==> config.mk <==
export PLATFORM = sky130hd
export DESIGN_NAME = regfile_write_ctrl
export DESIGN_NICKNAME = d
export VERILOG_FILES = /design/src/rtl/regfile_write_ctrl.sv
export SDC_FILE = /design/constraint.sdc
export NUM_CORES = 1
export LEC_CHECK = 0
export CORE_AREA = 2 2 113 115
export DETAILED_ROUTE_END_ITERATION = 6
export DIE_AREA = 0 0 115 117
export DONT_BUFFER_PORTS = 1
export GPL_TIMING_DRIVEN = 0
export PLACE_DENSITY = 0.37
export SETUP_SLACK_MARGIN = 0.5
export SLEW_MARGIN = 20
export SYNTH_ARGS = -nofsm -noshare
export SYNTH_HDL_FRONTEND = slang
export SYNTH_SLANG_ARGS = --single-unit
export TNS_END_PERCENT = 5
==> constraint.sdc <==
create_clock -name CLK -period 3.1 [get_ports CLK]
set_input_delay 0.465 -clock CLK [delete_from_list [all_inputs] [get_ports CLK]]
set_output_delay 0.465 -clock CLK [all_outputs]
set_load 0.03 [all_outputs]
==> src/rtl/regfile_write_ctrl.sv <==
// Writeback stage: clears the register file after reset, then issues one register
// write per retired MEM-stage instruction and exposes a bypass of the last commit.
module regfile_write_ctrl #(
  parameter int DATA_W = 32,
  parameter int ADDR_W = 5,
  parameter int NUM_REGS = 32,
  parameter logic [DATA_W-1:0] INIT_VALUE = '0
) (
  input  logic              CLK,
  input  logic              RST_N,
  input  logic              InValid,
  input  logic              InRegWrite,
  input  logic              InMemToReg,
  input  logic [ADDR_W-1:0] InDestReg,
  input  logic [DATA_W-1:0] InAluResult,
  input  logic [DATA_W-1:0] InMemData,
  input  logic              Stall,
  input  logic              Flush,
  output logic              WriteEnable,
  output logic [ADDR_W-1:0] WriteReg,
  output logic [DATA_W-1:0] WriteData,
  output logic              BypassValid,
  output logic [ADDR_W-1:0] BypassReg,
  output logic [DATA_W-1:0] BypassData,
  output logic              InitDone,
  output logic              Busy
);

  typedef enum logic {INIT, RUN} state_t;

  localparam logic [ADDR_W-1:0] LAST_IDX = ADDR_W'(NUM_REGS - 1);

  state_t              state, stateNext;
  logic [ADDR_W-1:0]   sweepCnt, sweepCntNext;
  logic                weNext;
  logic [ADDR_W-1:0]   regNext;
  logic [DATA_W-1:0]   dataNext;
  logic                doneNext;
  logic                busyNext;

  function automatic logic [DATA_W-1:0] selectData(input logic memToReg,
                                                   input logic [DATA_W-1:0] memData,
                                                   input logic [DATA_W-1:0] aluResult);
    return memToReg ? memData : aluResult;
  endfunction

  always_comb begin
    stateNext    = state;
    sweepCntNext = sweepCnt;
    weNext       = 1'b0;
    regNext      = WriteReg;
    dataNext     = WriteData;
    doneNext     = InitDone;
    busyNext     = Busy;
    case (state)
      INIT: begin
        weNext       = 1'b1;
        regNext      = sweepCnt;
        dataNext     = INIT_VALUE;
        sweepCntNext = sweepCnt + 1'b1;
        if (sweepCnt == LAST_IDX) begin
          stateNext    = RUN;
          sweepCntNext = '0;
          doneNext     = 1'b1;
          busyNext     = 1'b0;
        end
      end
      RUN: begin
        // Flush and Stall both suppress the write; only a clean cycle captures.
        if (!Flush && !Stall) begin
          weNext   = InValid & InRegWrite & (InDestReg != '0);
          regNext  = InDestReg;
          dataNext = selectData(InMemToReg, InMemData, InAluResult);
        end
      end
      default: stateNext = INIT;
    endcase
  end

  // Writeback register stage
  always_ff @(posedge CLK) begin
    if (!RST_N) begin
      state       <= INIT;
      sweepCnt    <= '0;
      WriteEnable <= 1'b0;
      WriteReg    <= '0;
      WriteData   <= '0;
      BypassValid <= 1'b0;
      BypassReg   <= '0;
      BypassData  <= '0;
      InitDone    <= 1'b0;
      Busy        <= 1'b1;
    end else begin
      state       <= stateNext;
      sweepCnt    <= sweepCntNext;
      WriteEnable <= weNext;
      WriteReg    <= regNext;
      WriteData   <= dataNext;
      BypassValid <= WriteEnable;
      BypassReg   <= WriteReg;
      BypassData  <= WriteData;
      InitDone    <= doneNext;
      Busy        <= busyNext;
    end
  end

endmodule
# Yosys cells after proc, flatten, opt, wreduce, memory -nomap -nowiden

Cells that the tools add are included.

Bits in registers: 84
Bits of input ports: 76
Output and inout bits: 78
Word-level logic and storage cells: 31

Add/subtract/negate cells: 1
Equality and inequality tests: 2
Multiplexer cells: 10
Bitwise logic cells: 3
Reduce and logical (&&, ||, !) cells: 5

Operators by type and width:

| cell                | number |
|---|---|
| $mux 32             | 2 |
| $pmux 32 s2         | 1 |
| $mux 5              | 2 |
| $pmux 5 s2          | 1 |
| $add 5x1->5 const B | 1 |
| $eq 5x5->1 const B  | 1 |
| $reduce_bool 5->1   | 1 |
| $mux 1              | 3 |
| $and 1x1->1         | 2 |
| $logic_not 1->1     | 2 |
| $ne 2x1->1 const B  | 1 |
| $pmux 1 s2          | 1 |
| $reduce_and 2->1    | 1 |
| $logic_and 1x1->1   | 1 |
| $not 1->1           | 1 |

# Longest topological paths before layout

Gate-level depths: netlist (run 1).

Word-level depth: 4
Mapped depth: 6
Gate-level depth less buffers: 6

# Least setup slack after synthesis (run 1)

No wires, ideal clock.

Path kind: register -> register
From: register sweepCnt[0]
To: register sweepCnt[2]
Setup time: 0.070 ns
Data arrival time: 1.528 ns
Required time: 3.030 ns
Setup slack: 1.502 ns
Cell stages (with the launch flop): 6
Path buffers: 0
Period minus slack after synthesis: 1.598 ns
Path through: dfxtp_1 > ha_1 > and3_1 > ha_1 > or4b_1 > a21boi_1

Longest elaborated chain between the ends: 2
Elaborated cells on any way between the ends: 3
Those cells by class: 1 x add/sub; 1 x eq/ne; 1 x mux

RTL lines:

| what                                      | RTL line | RTL |
|---|---|---|
| start, declared                           | 34       | `logic [ADDR_W-1:0] sweepCnt, sweepCntNext;` |
| start signal, assigned                    | 95       | `sweepCnt <= sweepCntNext;` |
| $add 5x1->5 or $eq 5x5->1 (tied branches) | 60, 61   |  |
| $mux 5 *                                  | 61       | `if (sweepCnt == LAST_IDX) begin` |

Every way passes the cells marked *; elsewhere a longest branch is shown, timed or not.
A chain may end at the register's enable or synchronous reset.

# Worst setup path after layout (run 1)

Ends and elaborated chain as after synthesis.

==> qor.csv, run 1 <==
metric,value,unit
Syn Nets,359,
Sequential cell area,1682,um^2
"Area growth, synth to finish",15.43,%
P_leak,1.533,nW
MaxCap Viol Count,0,
site row count,41,
total die area,13460,um^2
min cycle time layout,1.768,ns
syn avg cell area,10.24,um^2
starting density of the core,23.37,%
most frequent cells in the layout,"dfxtp_1 (84), mux2i_1 (39), inv_1 (33), nand2_1 (32), o22ai_1 (32)",
Yosys warnings,0,
Fillers,1307,
worst skew pair latency,0.34,ns
# nets final,370,
total grt overflow,0,
"most common cell after layout, fill and taps aside",dfxtp_1,
DP Worst Slack,1.357,ns
Seq pwr share,51.6,%
final hold violation count,0,
Core ar.,12310,um^2
pwr dens,644.9,nW/um^2
Final setup viols,0,
fraction of layout cells with a size suffix above 1,9.492,%
crit path DAT,2.03,ns
vias in the first global route,1877,
TritonCTS clock tree,yes,
Hold WC Path Type,input pin to flop,
Longest Clk Path Bufs,2,
placed cell area,3065,um^2
Vias,1959,
WHS,0.2973,ns
routed len/inst,16.81,um
Post-Syn Instances,281,
Crit Path Category,flop to flop,
Tot GR Track Use,11.03,%
global placement routability congestion,0.6832,
status,"complete, no violations",
internal power,1.654,mW
Final ANT Viol Nets,0,
clock power share,44.7,%
clk_skew,0.005589,ns
cts repair resizes,0,
clock root cell,clkbuf_16,
part of the power in combinational logic,3.7,%
synthesized area,2878,um^2
largest net degree at the start of global routing,14,
Worst setup EP type,flop,
TritonCTS Buffers,9,
Net Switching,0.4884,mW
Die Span X,115,um
RSZ-0062 raised after global routing,no,
VDD IR max,0.2102,mV
worst setup margin,1.332,ns
sum of negative setup slack,0,ns
Slew @ Worst Pin,0.5256,ns
initial antenna violation count,0,
post-layout instance area,3322,um^2
Slew headroom,64.96,%
global-route wire length before repair,10880,um
first drt pass iteration count,4,
# IOs,154,
Sw Share,22.80,%
"Clk pin slew, worst setup/hold paths",0.06,ns
postcts setup bufs,0,
synthesis-stage register bit count,84,
Avg Vias per Cell,4.402,
number of clock sinks,84,
Crit Path Max Fanout,7,
FMAX,565.8,MHz
CP Launch Type,flop,
drc violations,0,
drt initial violations,89,
sequential share of the synthesized area,58.43,%
CTS H-Tree Depth,3,
Multi-input gate area,985.9,um^2
Die Span Y,117,um
CTS Hold Bufs,0,
post-synth cell types,27,
ANT cells,0,
Final period util,57.02,%
input/output buffers,0,
"Req. time, crit path",3.37,ns
Post-DP HPWL,5432,um
Final Max Slew Viols,0,
Post-Route WL,7480,um
==> power groups by stage <==
| stage | Sequential [mW] | Combinational, mW | Clock [mW] |
|---|---|---|---|
| 3_5_place_dp | 1.13 | 0.0829 | 0 |
| 3_3_place_gp | 1.13 | 0.0814 | 0 |
| 6_report | 1.10 | 0.0799 | 0.958 |
| 4_1_cts | 1.10 | 0.0833 | 0.993 |
| 5_1_grt | 1.10 | 0.0907 | 1.04 |
| 2_1_floorplan | 1.13 | 0.0628 | 0 |
==> worst paths after layout <==
path / startpoint / to / slack, ns / depth (start not counted)
worst max-delay path: sweepCnt[0] / sweepCnt[2] / 1.33 / 5
worst min-delay path: InRegWrite / WriteEnable / 0.30 / 2
worst max register to register: sweepCnt[0] / sweepCnt[2] / 1.33 / 5
worst min register to register: sweepCnt[3] / sweepCnt[3] / 0.53 / 2
==> critical path, cell delays in order, from the launching register on <==
cell and delay, ns:
dfxtp_1 0.37, ha_1 0.24, and3_1 0.19, ha_1 0.26
or4b_1 0.50, a21boi_1 0.15
==> sequential cells by signal, summed over array words and instances, names as in the netlist <==
register / flops
Busy: 1
BypassData: 32
BypassReg: 5
BypassValid: 1
InitDone: 1
WriteData: 32
WriteEnable: 1
WriteReg: 5
state: 1
sweepCnt: 5
==> final cells by class <==
cell class / count / area share [%]
plain buffers: 18 / 2.599
clock buffers: 9 / 6.780
clock inverters: 5 / 0.9416
inverters: 33 / 3.729
multi-input cells: 146 / 29.68
flip-flops and latches: 84 / 50.62
well taps: 150 / 5.650
==> through the flow <==
step,util (%),total power [mW],cells
global placement,24.90,1.211,431
finish,26.98,2.142,445
detailed placement,24.90,1.212,431
floorplan,-,1.189,281
global route,26.98,2.234,445
CTS,26.98,2.181,445
==> kinds of logic after synthesis <==
family                   after synthesis  share of synthesized area (%)
adder cells (fa/ha/maj)                2                         0.8694
buffers and inverters                 51                          7.305
AND/OR/NAND/NOR                       51                          8.435
multiplexers                          39                          13.57
flip-flops                            84                          58.43
AO/OA/AOI/OAI                         54                          11.39
==> Yosys cell counts <==
cell type / number / area [um^2]
and2_1: 6 / 37.54
nor2b_1: 4 / 25.02
a31oi_1: 1 / 6.260
a21oi_1: 6 / 30.03
dfxtp_1: 84 / 1682
o2111ai_1: 1 / 8.760
clkbuf_1: 5 / 18.77
o21ai_1: 1 / 5.000
nor3_1: 2 / 10.01
o22ai_1: 32 / 200.2
ha_1: 2 / 25.02
buf_4: 1 / 7.510
o21ai_0: 8 / 40.04
nor2_1: 1 / 3.750
or4_1: 1 / 7.510
buf_2: 12 / 60.06
nor2_4: 1 / 11.26
inv_1: 33 / 123.9
a21boi_0: 1 / 7.510
and3_1: 1 / 6.260
nand3_1: 1 / 5.000
nand2_1: 32 / 120.1
mux2i_1: 39 / 390.4
nand4_1: 1 / 6.260
o21a_1: 2 / 15.01
a21boi_1: 2 / 15.01
or4b_1: 1 / 10.01
==> per-layer routing <==
layer	global-route usage (%)	routed length, um	vias to the layer above
met5	0	0	-
met4	5.060	115	0
met3	4.943	707	9
met2	17.61	3654	77
met1	12.77	3002	898
li1	-	-	975
Note: power is estimated with default switching activity, not from simulation.
==> run 2, diff against run 1 <==
Clock period 3.1 ns to 1.64 ns, I/O delays scaled along.
==> qor.csv, run 2 (synthesis gave the netlist of run 1 again) <==
metric,value,unit,change
status,"complete, no violations",,
ANT cells,0,,unchanged
Final ANT Viol Nets,0,,unchanged
starting density of the core,23.37,%,unchanged
Tot GR Track Use,11.30,%,+0.26 points
fraction of layout cells with a size suffix above 1,12.46,%,+3.0 points
CTS Hold Bufs,0,,unchanged
"Area growth, synth to finish",19.26,%,
Hold WC Path Type,input pin to flop,,
pwr dens,1261,nW/um^2,+96%
Setup crit start,sweepCnt[1],,
flop-to-flop setup slack,0.14,ns,-1.20 ns
RSZ-0062 raised after global routing,yes,,
total grt overflow,0,,unchanged
Die Span X,115,um,unchanged
# nets final,373,,+0.81%
Post-DP HPWL,5455,um,+0.43%
biggest regs,"BypassData x32, WriteData x32",,
# IOs,154,,unchanged
WHS Path Cells,2,,unchanged
routed len/inst,17.04,um,+1.4%
worst skew pair latency,0.33,ns,about the same
Fillers,1288,,-1.5%
global placement routability congestion,0.6995,,+2.4%
first drt pass iteration count,4,,unchanged
P_leak,1.565,nW,+2.1%
Worst setup EP type,flop,,
total die area,13460,um^2,unchanged
Post-Route WL,7619,um,+1.9%
cell depth of the worst setup path,5,,unchanged
"Req. time, crit path",1.90,ns,-1.47 ns
Core ar.,12310,um^2,unchanged
CP max stage delay,0.48,ns,-0.02 ns
drc violations,0,,unchanged
Final setup viols,0,,unchanged
global-route wire length before repair,11150,um,+2.5%
Slew headroom,61.64,%,-3.3 points
vias in the first global route,1974,,+5.2%
CP top delay family,simple AND/OR/NAND/NOR gates,,
Critical Path End,sweepCnt[2],,
clk_skew,0.004900,ns,-0.0006886 ns
utilization after layout,27.88,%,+0.89 points
Sequential cell area,1689,um^2,+0.45%
reg2reg path depth,5,,unchanged
clock root cell,clkbuf_16,,
MaxCap Viol Count,0,,unchanged
CTS H-Tree Depth,3,,unchanged
Avg Vias per Cell,4.409,,+0.16%
site row count,41,,unchanged
Worst path most repeated cell,ha_4,,
FMAX,664.6,MHz,+17%
TritonCTS clock tree,yes,,
Final Max Slew Viols,0,,unchanged
sum of negative setup slack,0,ns,unchanged
VDD IR max,0.3843,mV,+83%
Vias,1971,,+0.61%
Worst R2R End,sweepCnt[2],,
worst reg2reg startpoint,sweepCnt[1],,
CP Launch Type,flop,,
"most common cell after layout, fill and taps aside",dfxtp_1,,
TritonCTS Buffers,9,,unchanged
crit path buf inv count,0,,unchanged
Crit Path Max Fanout,3,,-4
final hold violation count,0,,unchanged
crit path DAT,1.77,ns,-0.26 ns
CP cell instances,ha_4 -> and3_4 -> ha_4 -> or4b_4 -> a21boi_2,,
Slew @ Worst Pin,0.5755,ns,+0.04985 ns
largest net degree at the start of global routing,13,,-1
Die Span Y,117,um,unchanged
drt initial violations,77,,-13%
Longest Clk Path Bufs,2,,unchanged
input/output buffers,0,,unchanged
number of clock sinks,84,,unchanged
"Clk pin slew, worst setup/hold paths",0.06,ns,about the same
CP max-delay cell,or4b_4,,
Crit Path Category,flop to flop,,
Final Total Pwr,4.329,mW,+100%
Final period util,91.74,%,+35 points
initial antenna violation count,0,,unchanged
Multi-input gate area,1028,um^2,+4.3%
most frequent cells in the layout,"dfxtp_1 (82), mux2i_1 (39), inv_1 (33), nand2_1 (32), o22ai_1 (32)",,
min cycle time layout,1.505,ns,-0.2629 ns
==> run 2: metrics by stage <==
step	instances	hold WS (ns)	setup slack [ns]	area, um^2
detailed placement	431	0.4324	0.09305	3088
global placement	431	0.4386	0.1066	3088
finish	447	0.08481	0.1354	3432
floorplan	281	0.4084	0.1704	2900
CTS	447	0.07413	0.1167	3420
global route	447	0.08459	0.09391	3432
==> run 2: layout make-up <==
cell class                      count  share of cell area [%]
Buffer                             18                   2.515
Clock buffer                       10                   6.672
Clock inverter                      3                   1.896
Inverter                           33                   3.609
Multi-Input combinational cell    146                   29.97
Sequential cell                    84                   49.22
Tap cell                          150                   5.468
Timing Repair Buffer                3                  0.6562
==> run 2: report_power, final <==
part	internal (mW)	leakage, nW	switching [mW]
registers	2.06	0.679	0.0308
logic	0.0773	0.741	0.0915
clock network	1.31	0.144	0.767
==> run 2: timing repair <==
item	in CTS	in global routing
resized for setup	3	5
setup endpoints to repair	37	45
pin swaps	1	3
endpoints found under the hold margin	0	0
setup buffers	3	0
==> run 2: metal layers <==
| metal | GRT usage [%] | vias to the layer above | share of wire (%) |
|---|---|---|---|
| li1 | - | 980 | - |
| met1 | 13.19 | 905 | 43 |
| met2 | 18.47 | 76 | 47 |
| met3 | 4.222 | 10 | 8.1 |
| met4 | 5.301 | 0 | 1.9 |
| met5 | 0 | - | 0 |
==> run 2: how the worst min path moves through the flow <==
stage               startpoint     endpoint  slack, ns
finish              InRegWrite  WriteEnable       0.08
global route        InRegWrite  WriteEnable       0.08
CTS                 InRegWrite  WriteEnable       0.07
detailed placement  InRegWrite  WriteEnable       0.43
global placement    InRegWrite  WriteEnable       0.44
floorplan           InRegWrite  WriteEnable       0.41
